**config.mk**
```make
export PLATFORM = sky130hd
export DESIGN_NAME = div_unit
export DESIGN_NICKNAME = d
export VERILOG_FILES = /design/src/rtl/div_unit.sv
export SDC_FILE = /design/constraint.sdc
export NUM_CORES = 1
export LEC_CHECK = 0
export BUFFER_PORTS_ARGS = -buffer_cell sky130_fd_sc_hd__buf_2
export CORE_ASPECT_RATIO = 1.5
export CORE_MARGIN = 2
export CORE_UTILIZATION = 60
export CTS_CLUSTER_SIZE = 28
export DETAILED_ROUTE_END_ITERATION = 16
export PLACE_DENSITY = 0.85
export SLEW_MARGIN = 20
export SYNTH_ARGS = -nofsm -noshare
export SYNTH_HDL_FRONTEND = slang
export SYNTH_SLANG_ARGS = --single-unit
```
**constraint.sdc**
```tcl
create_clock -name clock -period 10.55 [get_ports clock]
set_input_delay 0.5275 -clock clock [delete_from_list [all_inputs] [get_ports clock]]
set_output_delay 0.5275 -clock clock [all_outputs]
set_load 0.005 [all_outputs]
```
**src/rtl/div_unit.sv**
```systemverilog
// Iterative signed divider: one restoring step per clock on magnitudes, with the
// signs applied at the end. It reports a one-cycle ready strobe.
module div_unit #(
    parameter int WIDTH = 32
) (
    input  logic             clock,
    input  logic             reset,
    input  logic             ctrl_DIV,
    input  logic [WIDTH-1:0] data_operandA,
    input  logic [WIDTH-1:0] data_operandB,
    output logic [WIDTH-1:0] data_result,
    output logic [WIDTH-1:0] data_remainder,
    output logic             data_exception,
    output logic             data_resultRDY,
    output logic             busy
);
    localparam int             CW        = $clog2(WIDTH);
    localparam logic [CW-1:0]  LAST_STEP = CW'(WIDTH - 1);
    localparam logic [WIDTH-1:0] MIN_INT = {1'b1, {(WIDTH-1){1'b0}}};

    typedef enum logic [1:0] {IDLE, RUN, FIX, DONE} state_t;
    state_t state, state_next;

    logic [CW-1:0]    count;
    logic [WIDTH-1:0] quo;
    logic [WIDTH-1:0] abs_b;
    logic [WIDTH:0]   rem;
    logic             sign_a;
    logic             sign_b;
    logic             overflow;
    logic             zero_pending;

    logic [WIDTH-1:0] abs_a_in;
    logic [WIDTH-1:0] abs_b_in;
    logic             b_zero_in;
    logic             overflow_in;
    logic [WIDTH:0]   rem_shift;
    logic [WIDTH:0]   rem_step;
    logic [WIDTH-1:0] quo_step;
    logic             fit;

    logic             do_step;
    logic             finish_normal;
    logic             finish_zero;
    logic [WIDTH-1:0] result_next;
    logic [WIDTH-1:0] remainder_next;
    logic             exception_next;
    logic             ready_next;
    logic             busy_next;

    // MIN_INT negates to itself, which read as unsigned is exactly its magnitude.
    assign abs_a_in    = data_operandA[WIDTH-1] ? -data_operandA : data_operandA;
    assign abs_b_in    = data_operandB[WIDTH-1] ? -data_operandB : data_operandB;
    assign b_zero_in   = (data_operandB == '0);
    assign overflow_in = (data_operandA == MIN_INT) && (data_operandB == '1);

    assign rem_shift = {rem[WIDTH-1:0], quo[WIDTH-1]};
    assign fit       = (rem_shift >= {1'b0, abs_b});
    assign rem_step  = fit ? (rem_shift - {1'b0, abs_b}) : rem_shift;
    assign quo_step  = {quo[WIDTH-2:0], fit};

    always_ff @(posedge clock or posedge reset) begin
        if (reset) begin
            state <= IDLE;
        end else begin
            state <= state_next;
        end
    end

    always_comb begin
        state_next = state;
        if (ctrl_DIV) begin
            state_next = b_zero_in ? DONE : RUN;
        end else begin
            case (state)
                IDLE: state_next = IDLE;
                RUN:  state_next = (count == LAST_STEP) ? FIX : RUN;
                FIX:  state_next = DONE;
                DONE: state_next = zero_pending ? DONE : IDLE;
                default: state_next = IDLE;
            endcase
        end
    end

    // A start pulse in any state wins, so an aborted operation never completes.
    always_comb begin
        do_step        = (state == RUN) && !ctrl_DIV;
        finish_normal  = (state == FIX) && !ctrl_DIV;
        finish_zero    = (state == DONE) && zero_pending && !ctrl_DIV;
        result_next    = data_result;
        remainder_next = data_remainder;
        exception_next = data_exception;
        ready_next     = 1'b0;
        busy_next      = busy;
        if (ctrl_DIV) begin
            busy_next = 1'b1;
        end else if (finish_normal) begin
            result_next    = (sign_a ^ sign_b) ? -quo : quo;
            remainder_next = sign_a ? -rem[WIDTH-1:0] : rem[WIDTH-1:0];
            exception_next = overflow;
            ready_next     = 1'b1;
            busy_next      = 1'b0;
        end else if (finish_zero) begin
            result_next    = '0;
            remainder_next = '0;
            exception_next = 1'b1;
            ready_next     = 1'b1;
            busy_next      = 1'b0;
        end
    end

    always_ff @(posedge clock or posedge reset) begin
        if (reset) begin
            count        <= '0;
            quo          <= '0;
            abs_b        <= '0;
            rem          <= '0;
            sign_a       <= 1'b0;
            sign_b       <= 1'b0;
            overflow     <= 1'b0;
            zero_pending <= 1'b0;
        end else if (ctrl_DIV) begin
            count        <= '0;
            quo          <= abs_a_in;
            abs_b        <= abs_b_in;
            rem          <= '0;
            sign_a       <= data_operandA[WIDTH-1];
            sign_b       <= data_operandB[WIDTH-1];
            overflow     <= overflow_in;
            zero_pending <= b_zero_in;
        end else begin
            if (do_step) begin
                rem   <= rem_step;
                quo   <= quo_step;
                count <= count + CW'(1);
            end
            if (finish_zero) begin
                zero_pending <= 1'b0;
            end
        end
    end

    always_ff @(posedge clock or posedge reset) begin
        if (reset) begin
            data_result    <= '0;
            data_remainder <= '0;
            data_exception <= 1'b0;
            data_resultRDY <= 1'b0;
            busy           <= 1'b0;
        end else begin
            data_result    <= result_next;
            data_remainder <= remainder_next;
            data_exception <= exception_next;
            data_resultRDY <= ready_next;
            busy           <= busy_next;
        end
    end

endmodule

```
### Word-level counts from Yosys, hierarchy flattened

Cells that the tools add are included.

| storage, ports and cells | value |
|---|---|
| flip-flop bits (word level) | 174 |
| word-level logic and storage cells | 70 |

| cells by class | value |
|---|---|
| muxes and demuxes | 28 |
| equal/unequal tests | 6 |
| bitwise logic cells | 2 |
| reductions and logical operators | 13 |
| order comparisons | 1 |
| add/sub/neg operators | 6 |

Operators by type and width:

| cell | number |
|---|---|
| 32-bit two-way mux | 12 |
| 32-bit negator | 4 |
| 32-bit equality test (second input constant) | 2 |
| 33-bit by 32-bit greater-or-equal comparator with 1-bit output | 1 |
| 32-bit logical NOT | 1 |
| 32-bit subtractor | 1 |
| 5-bit two-way mux | 2 |
| 1-bit two-way mux | 9 |
| 2-bit two-way mux | 4 |
| 2-bit case mux with 4 select lines | 1 |
| 2-bit nonzero test | 3 |
| 5-bit by 1-bit adder with 5-bit output (second input constant) | 1 |
| 5-bit equality test (second input constant) | 1 |
| 1-bit logical AND | 5 |
| 2-bit equality test (second input constant) | 2 |
| 3-bit nonzero test | 1 |
| 2-bit by 1-bit equality test with 1-bit output (second input constant) | 1 |
| 2-bit logical NOT | 1 |
| 2-bit AND reduction | 1 |
| 1-bit logical NOT | 1 |
| 1-bit inverter | 1 |
| 1-bit bitwise XOR | 1 |

### Logic depth before layout (Yosys ltp)

| logic depth | value |
|---|---|
| depth after elaboration | 6 |
| gate-level depth with buffers | 13 |
| mapped depth without buffers | 13 |

### Worst setup path after synthesis

Ideal clock, no wire load.

| timing path | value |
|---|---|
| path type | reg2reg |
| start | register quo[31] |
| end | register rem[30] |
| library setup time | 82 ps |
| arrival time | 3,004 ps |
| setup slack | 7,464 ps |
| stages on the path, launching flop included | 14 |
| buffers on the path | 0 |
| path through | dfrtp_1 > inv_1 > ha_1 > inv_1 > fa_1 > a21o_1 > a21o_1 > a211oi_1 > nor2_1 > nor3_1 > o21ai_0 > a211oi_1 > mux2_2 > a31oi_1 |

| on the way | value |
|---|---|
| longest elaborated chain between the ends | 4 |
| elaborated cells between the ends (all ways) | 5 |
| classes of those cells | add/sub (1); order compare (1); mux (3) |

RTL lines:

| element | line | RTL |
|---|---|---|
| start, declared | 25 | `logic [WIDTH-1:0] quo;` |
| start signal, assigned | 124 | `quo <= abs_a_in;` |
| start signal, assigned | 134 | `quo <= quo_step;` |
| 32-bit subtractor or 33-bit by 32-bit greater-or-equal comparator with 1-bit output (tied branches) | 59, 58 |  |
| 32-bit two-way mux (*) | 59 | `assign rem_step = fit ? (rem_shift - {1'b0, abs_b}) : rem_shift;` |
| 32-bit two-way mux (*) | 132 | `if (do_step) begin` |
| 32-bit two-way mux (*) | 122 | `end else if (ctrl_DIV) begin` |
| end signal, assigned | 133 | `rem <= rem_step;` |
| end, declared | 27 | `logic [WIDTH:0] rem;` |

Every way passes the cells marked *; elsewhere a longest branch is shown, timed or not. The select of a mux whose other input is x is not followed.
A chain may end at the register's enable or synchronous reset.

### Worst setup path after layout

| timing path | value |
|---|---|
| start | register rem[13] |
| end | register rem[29] |

| on the way | value |
|---|---|
| longest elaborated chain between the ends | 4 |
| elaborated cells between the ends (all ways) | 5 |
| classes of those cells | add/sub (1); order compare (1); mux (3) |

RTL lines:

| element | line |
|---|---|
| 32-bit subtractor or 33-bit by 32-bit greater-or-equal comparator with 1-bit output (tied branches) | 59, 58 |
| 32-bit two-way mux (*) | 59 |
| 32-bit two-way mux (*) | 132 |
| 32-bit two-way mux (*) | 122 |

Marked as above.

==> impl_summary.md <==
Timing
The final number of setup-violating endpoints is 0. Setup repair after global routing left no endpoint under its margin. The final setup TNS is 0 ns. The final-layout worst hold slack is between 0.2 and 0.3 ns. For the pin with the worst max-slew slack, the measured transition is 1.10 ns. The worst slew margin relative to its limit is 0.261. The post-layout worst setup margin is approximately 6.6 ns. The total count of max-transition violations in the final report is 0. Of the available clock period, the critical path in the final layout requires 0.376. Between clock sinks in the finished design, the worst skew comes to around 0.010 ns. Derived from the worst setup path, the maximum achievable clock frequency is roughly 250 MHz. The count of final hold-check violations is 0. The routed design could run at a clock period as short as roughly 4.0 ns.

Critical path
The critical path buffer and inverter count is 1. Traced cell by cell, the critical path runs through ha_1, o21ai_0, a211oi_1, a21oi_1, o31ai_1, o21ai_0, a22oi_2, buf_4, nand3_1, mux2_2, a31oi_1. The cell occurring most often along the worst timing path is sky130_fd_sc_hd__o21ai_0. The setup slack on the worst flop-to-flop path is between 6 and 7 ns. The slowest cell on the critical path is sky130_fd_sc_hd__a22oi_2. The delay of the slowest cell on the worst path is between 0.7 and 0.8 ns. The critical path is of the reg2reg type.

Data on the critical path is required at its endpoint by about 11 ns. On the critical path the largest part of the delay comes from compound AO/OA/AOI/OAI gates. The worst setup path is captured at a register. At the worst endpoint, the arrival time is 4.33 ns.

The kind of start point of the critical path is a register. The largest driver fanout on the critical path is 31.

Clock network
The deepest level of the CTS H-tree is 4. The number of setup buffers added after CTS is 0. The number of buffers between clock root and the deepest sink is 2. The post-cts hold buffer count is 0. The clock latency on the worst-skew pair is around 0.45 ns. The number of CTS-inserted buffers is 17. Gates resized during post-CTS repair numbered 0. The clock root buffer is sky130_fd_sc_hd__clkbuf_16.

The clock transition at the registers of the reported paths is 0.07 ns. Clock tree synthesis found a total of about 170 sinks. TritonCTS built the clock tree.

Die
The placeable core region is approximately 18000 um2. In this run the core area contains 61 standard-cell rows. In this run the vertical extent of the chip is between 150 and 200 um. In this run the count of I/O pins placed on the die edge is around 130.

The floorplan die area is roughly 20000 um2. The initial utilization of the core area, before any placement, comes to 0.612. The die is 116 um wide.

Cells and area
The combined area of the multi-input logic cells is around 6500 um2. After routing the design area is ~13000 um2. From synthesis to final layout, the design area changed by 12.5%. The area occupied by registers is ~4400 um2.

The layout cell share with drive strength beyond 1 is 0.145. The number of antenna diodes in the final layout is 0. The net count of the finished layout is approximately 1500. After filler insertion, the fill cell instance count of the layout stands at about 1500.

Synthesis
The count of flip-flops with a built-in enable after synthesis is 0. The total of flip-flops plus latches after synthesis is 174. The mean post-synth cell area is about 8.6 um2. The post-synthesis cell type count is between 60 and 70. The most frequently used flop master after synthesis is sky130_fd_sc_hd__dfrtp_1. Summing every instance area after synthesis gives approximately 11000 um2. The share of the Yosys chip area taken by registers is 0.385. Synthesis handed over a netlist of 1312 instances. The post-synthesis net count is 1419. For this run, the number of Yosys warnings is 0. Of all flip-flops after synthesis, the portion carrying an async set or reset was 1.00.

Drt
The routed length per placed instance is 17.8 um. The per-cell via count in the routed design is 5.99. The number of nets still failing antenna checks after routing is 0.

The number of DRC markers in iteration 0 is between 600 and 700. Detailed routing inserted a total of 10000 vias. The final routed wirelength across all metal layers is roughly 30000 um. After detailed routing, the number of remaining DRC violations is 0. The number of search-and-repair iterations in the first detailed-routing pass is 5.

Power and ir drop
The share of total power consumed by net switching is 0.315. For this design the static power due to leakage is between 5 and 6 nW. For this design the ratio of total power to cell area is about 130 nW/um2. Across the VDD grid, the largest voltage drop is between 0.09 and 0.1 mV. The power dissipated by switching net loads is just over 500 uW. The share of total power dissipated in sequential elements is 0.450. The sum of internal, switching and leakage power is around 1.6 mW.

The clock share of power is 0.374. The share of total power dissipated in combinational logic is 0.176. The internal portion of the total power is 1.13 mW.

Place
The global placement routability congestion is approximately 0.96. The HPWL after detailed placement is approximately 22000 um. The setup slack at placement is 6.65 ns. The placed standard-cell area is between 10000 and 15000 um2.

The number of input and output port buffers inserted is about 130.

Global routing
The initial antenna violation count was 0. After global routing the overflow that remains totals 0. The pin count of the biggest net entering global routing is around 100. The wire length of the first global-routing pass is between 40000 and 50000 um. The via count of the first global-routing pass is 9765.

The global router's overall resource usage is 0.309.

Job
Max-cap violations in this run came to 0.

Run status
The run finished with clean final reports.

Min path
The min-delay analysis places its worst path in the category in2async.
synthesized netlist by cell type (all sizes together) (20+ instances only):
cell    count  area (um2)
nand2     180         676
o41ai      20         190
o21ai     143         719
a211oi     20         150
xnor2      57         499
o31ai      33         253
nor2       97         364
dfrtp     174        4350
inv        54         203
xor2       93         815
a21oi      90         454
ha         39         488
mux2i      42         420
or4        21         176
clkbuf     60         225
layer usage:
metal  vias to the layer above  share of wire  track usage
met5                         -              0            0
met4                         0          0.065        0.201
met3                       104          0.037       0.0452
met2                       273           0.52        0.546
met1                      4808           0.38        0.341
li1                       4832              -            -
cells by family after synthesis:
group | count (synthesis) | share of synthesized area
fa+ha+maj | 40 | 0.0450
mux | 46 | 0.0412
compound gates | 375 | 0.203
simple gates | 406 | 0.169
buf+inv | 121 | 0.0403
xor+xnor | 150 | 0.116
flops | 174 | 0.385
layout by cell type (no fill, tap or decap), types with 3 or more instances in the layout:
cell	instances
sky130_fd_sc_hd__a211oi_1	20
sky130_fd_sc_hd__a21boi_0	4
sky130_fd_sc_hd__a21o_1	15
sky130_fd_sc_hd__a21oi_1	89
sky130_fd_sc_hd__a311oi_1	3
sky130_fd_sc_hd__a31oi_1	13
sky130_fd_sc_hd__and2_1	5
sky130_fd_sc_hd__and3_1	9
sky130_fd_sc_hd__buf_2	132
sky130_fd_sc_hd__buf_4	9
sky130_fd_sc_hd__clkbuf_16	17
sky130_fd_sc_hd__dfrtp_1	173
sky130_fd_sc_hd__ha_1	39
sky130_fd_sc_hd__inv_1	53
sky130_fd_sc_hd__inv_6	8
sky130_fd_sc_hd__inv_8	5
sky130_fd_sc_hd__mux2_2	4
sky130_fd_sc_hd__mux2i_1	42
sky130_fd_sc_hd__nand2_1	180
sky130_fd_sc_hd__nand2b_1	14
sky130_fd_sc_hd__nand3_1	12
sky130_fd_sc_hd__nand3b_1	3
sky130_fd_sc_hd__nand4_1	15
sky130_fd_sc_hd__nor2_1	96
sky130_fd_sc_hd__nor2b_1	3
sky130_fd_sc_hd__nor3_1	10
sky130_fd_sc_hd__nor4_1	12
sky130_fd_sc_hd__nor4b_1	3
sky130_fd_sc_hd__o211ai_1	4
sky130_fd_sc_hd__o21a_1	6
sky130_fd_sc_hd__o21ai_0	136
sky130_fd_sc_hd__o21ai_1	6
sky130_fd_sc_hd__o21bai_1	5
sky130_fd_sc_hd__o31ai_1	32
sky130_fd_sc_hd__o41ai_1	18
sky130_fd_sc_hd__or3_1	7
sky130_fd_sc_hd__or4_1	16
sky130_fd_sc_hd__or4_4	5
sky130_fd_sc_hd__xnor2_1	57
sky130_fd_sc_hd__xor2_1	92
per-stage QoR:
step / instances / utilization
floorplan: 1312 / -
global placement: 1639 / 0.657
detailed placement: 1639 / 0.657
CTS: 1671 / 0.687
global route: 1671 / 0.688
finish: 1671 / 0.688
flip-flops by register name, summed over array words and instances, names as in the netlist, 2 cells and up:
name / flops
data_result: 32
state: 2
abs_b: 32
data_remainder: 32
count: 5
rem: 32
quo: 32
area by class of cell:
type / count / share of cell area
Tap cell: 252 / 0.0248
Clock inverter: 15 / 0.0109
Multi-Input combinational cell: 1017 / 0.514
Clock buffer: 17 / 0.0335
Inverter: 54 / 0.0163
Timing Repair Buffer: 142 / 0.0582
Sequential cell: 174 / 0.343
worst paths after layout:
kind                                        from         endpoint  cells after the start
worst max-delay path                     rem[13]          rem[29]                     11
worst min-delay path                       reset  data_result[31]                      2
worst max register to register           rem[13]          rem[29]                     11
worst min register to register    data_result[2]   data_result[2]                      2
max in group asynchronous                  reset           sign_a                      3
min in group clock              data_operandB[0]         abs_b[0]                      2
power groups by stage:
stage | clock network (mW) | registers [mW] | logic (mW)
after floorplan | 0 | 0.737 | 0.207
after CTS | 0.625 | 0.737 | 0.289
final | 0.615 | 0.739 | 0.289
after global routing | 0.651 | 0.743 | 0.323
after global placement | 0 | 0.748 | 0.281
after detailed placement | 0 | 0.750 | 0.286
No activity file was read; power rests on OpenSTA's default activity.
